--- config.mk ---
export PLATFORM = sky130hd
export DESIGN_NAME = display_scanner
export DESIGN_NICKNAME = d
export VERILOG_FILES = /design/src/rtl/display_pkg.sv /design/src/rtl/scan_tick_gen.sv /design/src/rtl/display_scanner.sv
export SDC_FILE = /design/constraint.sdc
export NUM_CORES = 1
export LEC_CHECK = 0
export BUFFER_PORTS_ARGS = -buffer_cell sky130_fd_sc_hd__buf_2
export CAP_MARGIN = 20
export CORE_UTILIZATION = 57
export DETAILED_ROUTE_END_ITERATION = 8
export GPL_ROUTABILITY_DRIVEN = 1
export PLACE_DENSITY = 0.87
export SKIP_LAST_GASP = 1
export SYNTH_ARGS = -nofsm -noshare
export SYNTH_HDL_FRONTEND = slang
export SYNTH_SLANG_ARGS = --single-unit
--- constraint.sdc ---
create_clock -name i_clock -period 3 [get_ports i_clock]
set_clock_uncertainty 0.2 [all_clocks]
set_input_delay 0 -clock i_clock [delete_from_list [all_inputs] [get_ports i_clock]]
set_output_delay 0 -clock i_clock [all_outputs]
set_load 0.02 [all_outputs]
--- src/rtl/display_pkg.sv ---
// Shared types and helpers for the multiplexed 7-segment scanner.
package display_pkg;

  localparam int NUM_DIGITS = 4;
  localparam int NIBBLE_W   = 4;

  typedef struct packed {
    logic [NUM_DIGITS*NIBBLE_W-1:0] value;
    logic [NUM_DIGITS-1:0]          mask;
    logic                           lz;
  } frame_t;

  // A digit is dark when masked, or when it and every digit to its left is zero
  // under leading-zero suppression; the rightmost digit always shows.
  function automatic logic digit_dark(frame_t f, logic [1:0] idx);
    logic zero_run;
    zero_run = 1'b1;
    for (int i = 0; i < NUM_DIGITS; i++) begin
      if (i >= int'(idx)) begin
        zero_run = zero_run & (f.value[i*NIBBLE_W +: NIBBLE_W] == '0);
      end
    end
    return f.mask[idx] | (f.lz & (idx != 2'd0) & zero_run);
  endfunction

endpackage

--- src/rtl/scan_tick_gen.sv ---
// Slot prescaler and digit index counter for the display scanner.
module scan_tick_gen #(
  parameter int DIVIDE_BY   = 17,
  parameter int DEAD_CYCLES = 4
) (
  input  logic       i_clk,
  input  logic       i_rst_n,
  output logic [1:0] o_idx,
  output logic       o_slot_end,
  output logic       o_frame_end,
  output logic       o_in_dead
);

  localparam logic [DIVIDE_BY-1:0] DEAD_W = DIVIDE_BY'(DEAD_CYCLES);

  logic [DIVIDE_BY-1:0] r_cnt;
  logic [1:0]           r_idx;
  logic                 w_slot_end;

  assign w_slot_end = &r_cnt;

  always_ff @(posedge i_clk) begin
    if (!i_rst_n) begin
      r_cnt <= '0;
      r_idx <= '0;
    end else begin
      r_cnt <= r_cnt + 1'b1;
      if (w_slot_end) r_idx <= r_idx + 1'b1;
    end
  end

  assign o_idx       = r_idx;
  assign o_slot_end  = w_slot_end;
  assign o_frame_end = w_slot_end && (r_idx == 2'd3);
  assign o_in_dead   = (r_cnt < DEAD_W);

endmodule

--- src/rtl/display_scanner.sv ---
// Double-buffered 4-digit hex scanner for a common-anode display with
// leading-zero suppression, per-digit blanking and anti-ghosting dead time.
module display_scanner
  import display_pkg::*;
#(
  parameter int DIVIDE_BY   = 17,
  parameter int DEAD_CYCLES = 4
) (
  input  logic        i_clock,
  input  logic        i_reset_n,
  input  logic [15:0] i_value,
  input  logic [3:0]  i_blank_mask,
  input  logic        i_lz_en,
  input  logic        i_load,
  output logic [3:0]  o_an,
  output logic [3:0]  o_digit,
  output logic        o_frame_start,
  output logic        o_pending
);

  logic [1:0] w_idx;
  logic       w_slot_end;
  logic       w_frame_end;
  logic       w_in_dead;
  logic       w_dark;

  frame_t     r_shadow;
  frame_t     r_active;
  logic       r_pending;
  logic [3:0] r_an;
  logic [3:0] r_digit;
  logic       r_frame_start;
  logic       r_origin;

  scan_tick_gen #(
    .DIVIDE_BY   (DIVIDE_BY),
    .DEAD_CYCLES (DEAD_CYCLES)
  ) u_tick (
    .i_clk       (i_clock),
    .i_rst_n     (i_reset_n),
    .o_idx       (w_idx),
    .o_slot_end  (w_slot_end),
    .o_frame_end (w_frame_end),
    .o_in_dead   (w_in_dead)
  );

  assign w_dark = digit_dark(r_active, w_idx);

  always_ff @(posedge i_clock) begin
    if (!i_reset_n) begin
      r_shadow      <= '0;
      r_active      <= '{value: '0, mask: '1, lz: 1'b0};
      r_pending     <= 1'b0;
      r_an          <= 4'hF;
      r_digit       <= '0;
      r_frame_start <= 1'b0;
      r_origin      <= 1'b1;
    end else begin
      // Transfer reads the old shadow, so a load on the boundary waits a frame.
      if (w_frame_end && r_pending) r_active <= r_shadow;
      if (i_load) begin
        r_shadow  <= '{value: i_value, mask: i_blank_mask, lz: i_lz_en};
        r_pending <= 1'b1;
      end else if (w_frame_end) begin
        r_pending <= 1'b0;
      end
      r_an          <= (w_in_dead || w_dark) ? 4'hF : ~(4'b0001 << w_idx);
      r_digit       <= r_active.value[{w_idx, 2'b00} +: NIBBLE_W];
      // r_origin marks the cycle where cnt=0, idx=0 is being presented.
      r_origin      <= w_frame_end;
      r_frame_start <= r_origin;
    end
  end

  assign o_an          = r_an;
  assign o_digit       = r_digit;
  assign o_frame_start = r_frame_start;
  assign o_pending     = r_pending;

  logic w_unused;
  assign w_unused = w_slot_end;

endmodule
==> impl_results.rst, run 1 <==
.. list-table::
   :header-rows: 1

   * - Metric
     - Value
   * - Status
     - finished clean
   * - TritonCTS clock tree
     - yes
   * - Cell variety after synth
     - 35
   * - Finished layout cell area
     - 0.00363 mm2
   * - Die span in y
     - 74.6 um
   * - Setup repair after global routing missed its margin
     - no
   * - Clock Path Buffers
     - 2
   * - Final Non-Filler Cells
     - 428
   * - Antenna violations before repair
     - 0
   * - Number of max-slew violations in the final report
     - 0
   * - Area grow syn2layout
     - 20.9%
   * - Largest driver fanout on the critical path
     - 21
   * - Cell row count
     - 26
   * - Worst min path class
     - in2reg
   * - Mapped Area
     - 0.00300 mm2
   * - Pin count of the biggest net entering global routing
     - 37
   * - Global-route usage over all layers
     - 24.0%
   * - Input/output buffers
     - 33
   * - Count of placed standard cells including taps
     - 389
   * - Cell leakage power
     - 1.53 nW
   * - Register Area
     - 0.00144 mm2
   * - H-Tree Level Count
     - 3
   * - Weighted congestion at the end of routability-driven global placement
     - 0.822
   * - Worst hold slack across all endpoints
     - 67.4 ps
   * - Setup_tns
     - 0 ps
   * - Initial core utilization
     - 59.1%
   * - Total die area
     - 0.00556 mm2
   * - Library cell occupying the most area in the post-synthesis netlist
     - sky130_fd_sc_hd__dfxtp_1
   * - DRC
     - 0
   * - Share of the cycle needed by the critical path after routing
     - 88.4%
   * - Detail Route Antenna Nets
     - 0
   * - Post-detailed-placement half-perimeter wirelength
     - 3.48 mm
   * - F_max
     - 0.377 GHz
   * - Vias post-DR
     - 2,207
   * - Max VDD drop
     - 0.330 mV
   * - Total of fill cells in the finished design
     - 375
   * - Critical path startpoint category
     - flop
   * - Final critical-path required period
     - 2650 ps
   * - Count of clock tree sinks
     - 72
   * - Clock network latency to the later pin of the worst-skew pair
     - 350 ps
   * - Share of the synthesized area in the top cell type
     - 48.0%
   * - Clock root buffer
     - sky130_fd_sc_hd__clkbuf_8
   * - Worst setup path category
     - reg2reg
   * - Multiplexer share of the synthesized area
     - 11.1%
   * - # resized after CTS
     - 0
   * - Boundary Pins
     - 34
   * - Final cell utilization of the core
     - 71.5%
   * - Area fraction in compound gates after synthesis
     - 6.42%
   * - Share of synthesized cell area in full adder, half adder and majority cells
     - 2.92%
   * - Clock-pin slew reported for the worst setup and hold paths after clock tree synthesis
     - 70 ps
   * - 1st-pass router iterations
     - 4
   * - Register area share after synthesis
     - 48.0%
   * - Dominant combinational cell family by area after synthesis
     - simple AND/OR/NAND/NOR gates
   * - Cells after Synth
     - 299
   * - Total CTS buffers
     - 9
   * - Width of the chip
     - 74.6 um
   * - Number of inserted diodes
     - 0
   * - Combined area of the multi-input logic cells
     - 0.00147 mm2
   * - Final Net Count
     - 387
   * - Final hold vios
     - 0
   * - Total wire length after detailed routing
     - 5.95 mm
   * - Area share of xor/xnor cells in the synthesized design
     - 3.50%
   * - Register bit total from synthesis
     - 72
   * - Maximum capacitance violations
     - 0
   * - Number of failing setup endpoints in the final timing report
     - 0
   * - Post-DP Area
     - 0.00321 mm2
   * - Residual overflow from global routing
     - 0
   * - Critical path endpoint category
     - flop
   * - Iteration-0 DRC count of the detailed router
     - 128
   * - Vias in the first global route
     - 2,125
   * - Routed wire per std cell
     - 13.9 um
   * - Warnings from Yosys
     - 0
   * - Worst Max-Slew Pin Slew
     - 649 ps
   * - Per-cell via count in the routed design
     - 5.16
   * - Post-Syn Area per Cell
     - 10.0 um2
   * - Power per cell area
     - 486 mW/mm2
   * - Max-Slew Margin vs Limit
     - 56.7%
   * - Wire length of the first global-routing pass
     - 9.64 mm
   * - Post-synthesis net count
     - 330
   * - Required @ worst endpoint
     - 3030 ps
   * - Largest cells by area after synthesis
     - sky130_fd_sc_hd__dfxtp_1 48%, sky130_fd_sc_hd__mux2i_1 7.3%, sky130_fd_sc_hd__nand2_1 6.3%
   * - Core ar.
     - 0.00507 mm2
   * - Simple-gate portion of the synthesized area
     - 24.9%
   * - Data arrival, critical path
     - 2690 ps
   * - Share of post-route cells with drive strength above 1
     - 17.3%
## placed cells by master (no fill, tap or decap), types with 5 or more instances in the layout
cell type and count:
sky130_fd_sc_hd__a21boi_0 18, sky130_fd_sc_hd__and2_1 20, sky130_fd_sc_hd__buf_2 33, sky130_fd_sc_hd__clkbuf_8 11, sky130_fd_sc_hd__dfxtp_1 72, sky130_fd_sc_hd__dlygate4sd3_1 26, sky130_fd_sc_hd__ha_1 7, sky130_fd_sc_hd__inv_1 5
sky130_fd_sc_hd__mux2i_1 22, sky130_fd_sc_hd__mux4_2 5, sky130_fd_sc_hd__nand2_1 50, sky130_fd_sc_hd__nand3_1 11, sky130_fd_sc_hd__nor2b_1 24, sky130_fd_sc_hd__nor4_1 5, sky130_fd_sc_hd__xor2_1 9
## synth_stat cells
library cell	count
sky130_fd_sc_hd__a21boi_0	18
sky130_fd_sc_hd__a21boi_1	2
sky130_fd_sc_hd__a21oi_1	1
sky130_fd_sc_hd__and2_1	20
sky130_fd_sc_hd__and3_1	1
sky130_fd_sc_hd__and3b_1	1
sky130_fd_sc_hd__buf_2	3
sky130_fd_sc_hd__buf_6	1
sky130_fd_sc_hd__clkbuf_1	13
sky130_fd_sc_hd__dfxtp_1	72
sky130_fd_sc_hd__ha_1	7
sky130_fd_sc_hd__inv_1	5
sky130_fd_sc_hd__mux2i_1	22
sky130_fd_sc_hd__mux4_2	5
sky130_fd_sc_hd__nand2_1	50
sky130_fd_sc_hd__nand3_1	11
sky130_fd_sc_hd__nand3_2	1
sky130_fd_sc_hd__nand4_1	2
sky130_fd_sc_hd__nand4_2	1
sky130_fd_sc_hd__nand4_4	1
sky130_fd_sc_hd__nor2_1	1
sky130_fd_sc_hd__nor2b_1	24
sky130_fd_sc_hd__nor3_1	4
sky130_fd_sc_hd__nor3_2	1
sky130_fd_sc_hd__nor4_1	5
sky130_fd_sc_hd__nor4_2	3
sky130_fd_sc_hd__nor4_4	1
sky130_fd_sc_hd__nor4b_1	1
sky130_fd_sc_hd__o211a_1	1
sky130_fd_sc_hd__o211ai_1	1
sky130_fd_sc_hd__o21ai_0	4
sky130_fd_sc_hd__or3_1	3
sky130_fd_sc_hd__or4_1	1
sky130_fd_sc_hd__xnor2_1	3
sky130_fd_sc_hd__xor2_1	9
## metrics by stage
| stage | power (mW) | setup slack (ps) |
|---|---|---|
| final | 1.77 | 347 |
| after detailed placement | 1.09 | 446 |
| after global routing | 1.82 | 138 |
| after CTS | 1.76 | 344 |
| after global placement | 1.09 | 576 |
| after floorplan | 1.07 | 745 |
## worst max-delay path, cell delays in order, from the launching register on
cell and delay, ps:
sky130_fd_sc_hd__dfxtp_1 380, sky130_fd_sc_hd__ha_1 220, sky130_fd_sc_hd__nand2_1 180, sky130_fd_sc_hd__nor4_1 350, sky130_fd_sc_hd__and2_1 180, sky130_fd_sc_hd__ha_1 250
sky130_fd_sc_hd__and3_1 180, sky130_fd_sc_hd__buf_4 230, sky130_fd_sc_hd__nand2_1 70, sky130_fd_sc_hd__a21boi_0 290
## kinds of logic (layout without fill, tap and decap cells)
family / count (synthesis) / after routing
and+or+nand+nor: 132 / 132
DFF: 72 / 72
AOI/OAI and AO/OA: 27 / 27
muxes: 27 / 27
buffers and inverters: 22 / 81
xor gates and xnor gates: 12 / 12
adders and majority gates: 7 / 7
## routing by layer
layer  vias to the layer above  track usage (%)  share of wire, %
li1                       1120                -                 -
met1                      1016             28.2                44
met2                        52             39.1                48
met5                         -                0                 0
met3                        19             5.83               3.6
met4                         0             15.7               4.2
## final cells by class
class	count	share of cell area (%)
Clock buffer	12	4.27
Timing Repair Buffer	63	12.5
Clock inverter	1	0.138
Multi-Input combinational cell	205	40.4
Sequential cell	72	39.7
Tap cell	70	2.41
Inverter	5	0.517
## report_power, final
group	switching [mW]	leakage [nW]	internal [mW]
clock network	0.336	0.0842	0.331
logic	0.0425	0.863	0.0642
registers	0.0136	0.586	0.978
total	0.392	1.53	1.37
## registers in the layout, summed over array words and instances (netlist names)
| name | cells |
|---|---|
| u_tick.o_idx | 2 |
| o_an | 4 |
| r_shadow | 21 |
| o_frame_start | 1 |
| r_active | 21 |
| u_tick.r_cnt | 17 |
| o_digit | 4 |
| r_origin | 1 |
| o_pending | 1 |
## path summary, 6_finish.rpt
path	depth (start not counted)	slack, ps	end	from
setup reg to reg	9	350	r_active[7]	u_tick.r_cnt[0]
hold reg to reg	1	240	o_frame_start	r_origin
hold / removal	3	70	o_pending	i_load
setup / recovery	9	350	r_active[7]	u_tick.r_cnt[0]
## repair_timing
item | 4_1_cts | 5_1_grt
hold buffers | 26 | 0
buffers inserted | 0 | 0
setup endpoints to repair | 0 | 0
hold endpoints to repair | 51 | 0
(Power assumes the default switching activity.)
==> run 2: changes to the inputs <==
CTS_BUF_LIST = sky130_fd_sc_hd__clkbuf_16   (was default)
==> impl_results.rst, run 2 (synthesis gave the netlist of run 1 again) <==
.. list-table::
   :header-rows: 1

   * - Metric
     - Value
   * - Status
     - finished clean
   * - Die span in y
     - 74.6 um (unchanged)
   * - Setup_tns
     - 0 ps (unchanged)
   * - Largest driver fanout on the critical path
     - 13 (-38%)
   * - Wire length of the first global-routing pass
     - 9.88 mm (+2.5%)
   * - Registers with the most flip-flops
     - r_active: 21 flops, r_shadow: 21 flops, u_tick.r_cnt: 17 flops
   * - Final Net Count
     - 387 (unchanged)
   * - 1st-pass router iterations
     - 4 (unchanged)
   * - Commonest cells after routing, fill and taps aside
     - 72 x sky130_fd_sc_hd__dfxtp_1, 50 x sky130_fd_sc_hd__nand2_1, 33 x sky130_fd_sc_hd__buf_2
   * - Total of fill cells in the finished design
     - 362 (-3.5%)
   * - Final Non-Filler Cells
     - 428 (unchanged)
   * - Worst hold slack across all endpoints
     - 101 ps (+33.9 ps)
   * - Post-DP Area
     - 0.00321 mm2 (unchanged)
   * - Initial core utilization
     - 59.1% (unchanged)
   * - Detail Route Antenna Nets
     - 0 (unchanged)
   * - Width of the chip
     - 74.6 um (unchanged)
   * - Worst min path class
     - in2reg
   * - Register Area
     - 0.00144 mm2 (unchanged)
   * - Number of failing setup endpoints in the final timing report
     - 0 (unchanged)
   * - Residual overflow from global routing
     - 0 (unchanged)
   * - Global-route usage over all layers
     - 24.3% (+0.29 points)
   * - Iteration-0 DRC count of the detailed router
     - 198 (+55%)
   * - Critical path endpoint category
     - flop
   * - Vias in the first global route
     - 2,199 (+3.5%)
   * - Required @ worst endpoint
     - 2990 ps (-40 ps)
   * - F_max
     - 0.390 GHz (+3.4%)
   * - Share of the cycle needed by the critical path after routing
     - 85.5% (-2.9 points)
   * - Core ar.
     - 0.00507 mm2 (unchanged)
   * - Final critical-path required period
     - 2560 ps (-88.5 ps)
   * - Total CTS buffers
     - 9 (unchanged)
   * - Data arrival, critical path
     - 2560 ps (-130 ps)
   * - Cell row count
     - 26 (unchanged)
   * - Final cell utilization of the core
     - 73.1% (+1.6 points)
   * - Total die area
     - 0.00556 mm2 (unchanged)
   * - Count of clock tree sinks
     - 72 (unchanged)
   * - Critical path startpoint category
     - flop
   * - Clock network latency to the later pin of the worst-skew pair
     - 330 ps (-20 ps)
   * - Final Power
     - 1.99 mW (+13%)
   * - Number of inserted diodes
     - 0 (unchanged)
   * - Clock root buffer
     - sky130_fd_sc_hd__clkbuf_16
   * - Finished layout cell area
     - 0.00371 mm2 (+2.2%)
   * - H-Tree Level Count
     - 3 (unchanged)
   * - Combined area of the multi-input logic cells
     - 0.00147 mm2 (unchanged)
   * - Maximum capacitance violations
     - 0 (unchanged)
   * - Count of placed standard cells including taps
     - 389 (unchanged)
   * - Input/output buffers
     - 33 (unchanged)
   * - Cell leakage power
     - 1.57 nW (+2.6%)
   * - Number of max-slew violations in the final report
     - 0 (unchanged)
   * - Boundary Pins
     - 34 (unchanged)
   * - Clock-pin slew reported for the worst setup and hold paths after clock tree synthesis
     - 50 ps (-20 ps)
   * - Max VDD drop
     - 0.349 mV (+5.8%)
   * - Share of post-route cells with drive strength above 1
     - 16.8% (-0.56 points)
   * - DRC
     - 0 (unchanged)
   * - Max-Slew Margin vs Limit
     - 57.6% (+0.85 points)
   * - Pin count of the biggest net entering global routing
     - 37 (unchanged)
   * - Setup repair after global routing missed its margin
     - no
   * - Post-detailed-placement half-perimeter wirelength
     - 3.48 mm (unchanged)
   * - Most common cell after layout, fill and taps aside
     - sky130_fd_sc_hd__dfxtp_1
   * - Vias post-DR
     - 2,208 (+0.045%)
   * - Routed wire per std cell
     - 13.7 um (-1.1%)
   * - Worst Slack Setup Final
     - 436 ps (+88.5 ps)
   * - Total setup buffers inserted after CTS
     - 0 (unchanged)
   * - TritonCTS clock tree
     - yes
   * - Worst Max-Slew Pin Slew
     - 636 ps (-12.8 ps)
   * - Final hold vios
     - 0 (unchanged)
   * - Total wire length after detailed routing
     - 5.88 mm (-1.1%)
   * - Worst setup path category
     - reg2reg
   * - Clock Path Buffers
     - 2 (unchanged)
   * - Weighted congestion at the end of routability-driven global placement
     - 0.822 (unchanged)
   * - Power per cell area
     - 536 mW/mm2 (+10%)
   * - Area grow syn2layout
     - 23.6%
   * - Per-cell via count in the routed design
     - 5.16 (about the same)
   * - Pre-CTS setup slack
     - 446 ps (unchanged)
   * - Antenna violations before repair
     - 0 (unchanged)
-- run 2: cell types whose count changed in the layout (fill, tap and decap cells not counted) --
cell                        delta
sky130_fd_sc_hd__clkbuf_8     -11
sky130_fd_sc_hd__inv_1         +1
sky130_fd_sc_hd__clkbuf_16     +9
sky130_fd_sc_hd__clkbuf_1      -1
sky130_fd_sc_hd__clkinv_1      +2
-- run 2: final timing paths --
check | slack (ps) | endpoint | startpoint | depth (start not counted)
max | 440 | r_active[16] | u_tick.r_cnt[0] | 9
min | 100 | o_pending | i_load | 3
max reg2reg | 440 | r_active[16] | u_tick.r_cnt[0] | 9
min reg2reg | 240 | o_frame_start | r_origin | 1
-- run 2: critical path, stage by stage (launching register included) --
cell,delay (ps)
sky130_fd_sc_hd__dfxtp_1,370
sky130_fd_sc_hd__ha_1,220
sky130_fd_sc_hd__nand2_1,180
sky130_fd_sc_hd__nor4_1,290
sky130_fd_sc_hd__and2_1,160
sky130_fd_sc_hd__ha_1,250
sky130_fd_sc_hd__nand3_1,300
sky130_fd_sc_hd__buf_4,290
sky130_fd_sc_hd__nand2_1,70
sky130_fd_sc_hd__a21boi_0,90
-- run 2: metal layers --
layer,vias up,GRT usage (%),wire (um)
met5,-,0,0
met2,54,39.7,2870
met1,1016,28.7,2570
met3,20,5.56,212
li1,1118,-,-
met4,0,15.9,232
-- run 2: cell type report --
class,count,share of cell area [%]
Sequential cell,72,38.8
Inverter,5,0.506
Timing Repair Buffer,63,12.3
Tap cell,70,2.36
Multi-Input combinational cell,205,39.5
Clock buffer,9,6.07
Clock inverter,4,0.438
-- run 2: report_power, final --
group | internal (mW) | leakage (nW) | switching [mW]
combinational | 0.0641 | 0.863 | 0.0417
sequential | 0.980 | 0.586 | 0.0140
clock | 0.534 | 0.123 | 0.356
total | 1.58 | 1.57 | 0.412
-- run 2: what timing repair did --
item                                   CTS  global route
hold buffers                            26             0
resized for setup                        0             0
setup endpoints to repair                0             0
endpoints found under the hold margin   47             0
==> run 3: changes to the inputs <==
MAX_ROUTING_LAYER = met4   (was default)
==> impl_results.rst, run 3 (synthesis gave the netlist of run 1 again) <==
.. list-table::
   :header-rows: 1

   * - Metric
     - Value
   * - Clock-pin slew reported for the worst setup and hold paths after clock tree synthesis
     - 50 ps (about the same)
   * - Part of the total power dissipated in the clock network
     - 44.9% (+0.2 points)
   * - Max-Slew Margin vs Limit
     - 57.2% (-0.34 points)
   * - TritonCTS clock tree
     - yes
   * - Area grow syn2layout
     - 23.6% (unchanged)
   * - Largest driver fanout on the critical path
     - 13 (unchanged)
   * - Power per cell area
     - 537 mW/mm2 (+0.22%)
   * - Total CTS buffers
     - 9 (unchanged)
   * - Vias in the first global route
     - 2,199 (unchanged)
   * - Data arrival, critical path
     - 2570 ps (about the same)
   * - Number of max-slew violations in the final report
     - 0 (unchanged)
   * - Slack of the worst reg-to-reg path
     - 420 ps (about the same)
   * - F_max
     - 0.388 GHz (-0.51%)
   * - Final critical-path required period
     - 2580 ps (+13.3 ps)
   * - Wire length of the first global-routing pass
     - 9.86 mm (-0.20%)
   * - Critical path endpoint category
     - flop
   * - Clock network latency to the later pin of the worst-skew pair
     - 330 ps (about the same)
   * - Switching power summed over all nets
     - 0.416 mW (+1.1%)
   * - Number of inserted diodes
     - 0 (unchanged)
   * - Maximum capacitance violations
     - 0 (unchanged)
   * - Fraction of power consumed by combinational cells
     - 5.3% (about the same)
   * - Total setup buffers inserted after CTS
     - 0 (unchanged)
   * - Boundary Pins
     - 34 (unchanged)
   * - Pin count of the biggest net entering global routing
     - 37 (unchanged)
   * - Global-route usage over all layers
     - 25.0% (+0.63 points)
   * - Share of post-route cells with drive strength above 1
     - 16.8% (unchanged)
   * - Per-cell via count in the routed design
     - 5.19 (+0.63%)
   * - Post-cts hold buffer count
     - 26 (unchanged)
   * - Final hold vios
     - 0 (unchanged)
   * - Share of the cycle needed by the critical path after routing
     - 85.9% (+0.44 points)
   * - Residual overflow from global routing
     - 0 (unchanged)
   * - Portion of total power attributed to sequential cells
     - 49.8% (-0.2 points)
   * - Worst Max-Slew Pin Slew
     - 641 ps (+5.12 ps)
   * - Cell row count
     - 26 (unchanged)
   * - Initial core utilization
     - 59.1% (unchanged)
   * - Input/output buffers
     - 33 (unchanged)
   * - Total die area
     - 0.00556 mm2 (unchanged)
   * - Post-detailed-placement half-perimeter wirelength
     - 3.48 mm (unchanged)
   * - Setup repair after global routing missed its margin
     - no
   * - # resized after CTS
     - 0 (unchanged)
   * - Count of placed standard cells including taps
     - 389 (unchanged)
   * - Core ar.
     - 0.00507 mm2 (unchanged)
   * - Width of the chip
     - 74.6 um (unchanged)
   * - Worst min path class
     - in2reg
   * - Weighted congestion at the end of routability-driven global placement
     - 0.835 (+1.5%)
   * - Post-DP Area
     - 0.00321 mm2 (unchanged)
   * - Setup_tns
     - 0 ps (unchanged)
   * - DRC
     - 0 (unchanged)
   * - Required @ worst endpoint
     - 3000 ps (about the same)
   * - Total wire length after detailed routing
     - 5.90 mm (+0.37%)
   * - Status
     - finished clean
   * - Clock root buffer
     - sky130_fd_sc_hd__clkbuf_16
   * - Count of clock tree sinks
     - 72 (unchanged)
   * - Clock Path Buffers
     - 2 (unchanged)
   * - Max VDD drop
     - 0.349 mV (about the same)
   * - Pint
     - 1.58 mW (about the same)
   * - Vias post-DR
     - 2,222 (+0.63%)
   * - Cell leakage power
     - 1.57 nW (unchanged)
   * - Registers with the most flip-flops
     - r_active: 21 flops, r_shadow: 21 flops, u_tick.r_cnt: 17 flops
   * - Most common cell after layout, fill and taps aside
     - sky130_fd_sc_hd__dfxtp_1
   * - Final Non-Filler Cells
     - 428 (unchanged)
   * - Final Net Count
     - 387 (unchanged)
   * - Detail Route Antenna Nets
     - 0 (unchanged)
   * - Finished layout cell area
     - 0.00371 mm2 (unchanged)
   * - Commonest cells after routing, fill and taps aside
     - 72 x sky130_fd_sc_hd__dfxtp_1, 50 x sky130_fd_sc_hd__nand2_1, 33 x sky130_fd_sc_hd__buf_2
   * - Critical path startpoint category
     - flop
   * - Antenna violations before repair
     - 0 (unchanged)
   * - Iteration-0 DRC count of the detailed router
     - 159 (-20%)
   * - 1st-pass router iterations
     - 5 (+1)
   * - H-Tree Level Count
     - 3 (unchanged)
   * - Worst setup path category
     - reg2reg
   * - Routed wire per std cell
     - 13.8 um (+0.37%)
   * - Die span in y
     - 74.6 um (unchanged)
   * - Sw frac
     - 20.9% (+0.18 points)
   * - Number of failing setup endpoints in the final timing report
     - 0 (unchanged)
==> run 3: cell counts in the layout (fill, tap and decap cells not counted) <==
Identical to the previous run, type by type.
==> run 3: final timing paths <==
kind | start | endpoint | cells past startpoint
hold reg to reg | r_origin | o_frame_start | 1
setup reg to reg | u_tick.r_cnt[0] | r_active[16] | 9
setup / recovery | u_tick.r_cnt[0] | r_active[16] | 9
hold / removal | i_load | o_pending | 3
==> run 3: power by group through the flow <==
stage               clock network (mW)  registers [mW]  logic, mW
CTS                              0.900           0.993      0.105
floorplan                            0            1.01     0.0533
finish                           0.895           0.994      0.106
global route                     0.941           0.996      0.117
global placement                     0            1.01     0.0771
detailed placement                   0            1.01     0.0793
==> run 3: per-stage QoR <==
step | total power, mW | util [%] | worst slack (ps) | hold slack, ps
final | 1.99 | 73.1 | 422 | 100
after global routing | 2.05 | 73.1 | 207 | 142
after CTS | 2.00 | 73.1 | 417 | 119
after detailed placement | 1.09 | 63.2 | 446 | 64.6
after global placement | 1.09 | 63.2 | 576 | 54.9
after floorplan | 1.07 | - | 745 | -30.6
==> run 3: layer usage <==
metal	up-vias	routed length, um	GRT usage [%]
met1	1026	2600	28.3
met5	-	0	-
met4	0	228	15.9
met2	55	2870	40.0
met3	21	207	5.15
li1	1120	-	-
==> run 3: area by class of cell <==
type	count	area, um2
inverters	5	18.8
clock inverters	4	16.3
well taps	70	87.6
clock buffers	9	225
flip-flops and latches	72	1440
fillers	362	1360
multi-input cells	205	1470
repair buffers	63	455
==> run 3: critical path, stage by stage (launching register included) <==
cell and delay (ps):
sky130_fd_sc_hd__dfxtp_1 370, sky130_fd_sc_hd__ha_1 220, sky130_fd_sc_hd__nand2_1 180, sky130_fd_sc_hd__nor4_1 290, sky130_fd_sc_hd__and2_1 160, sky130_fd_sc_hd__ha_1 260
sky130_fd_sc_hd__nand3_1 310, sky130_fd_sc_hd__buf_4 290, sky130_fd_sc_hd__nand2_1 70, sky130_fd_sc_hd__a21boi_0 90
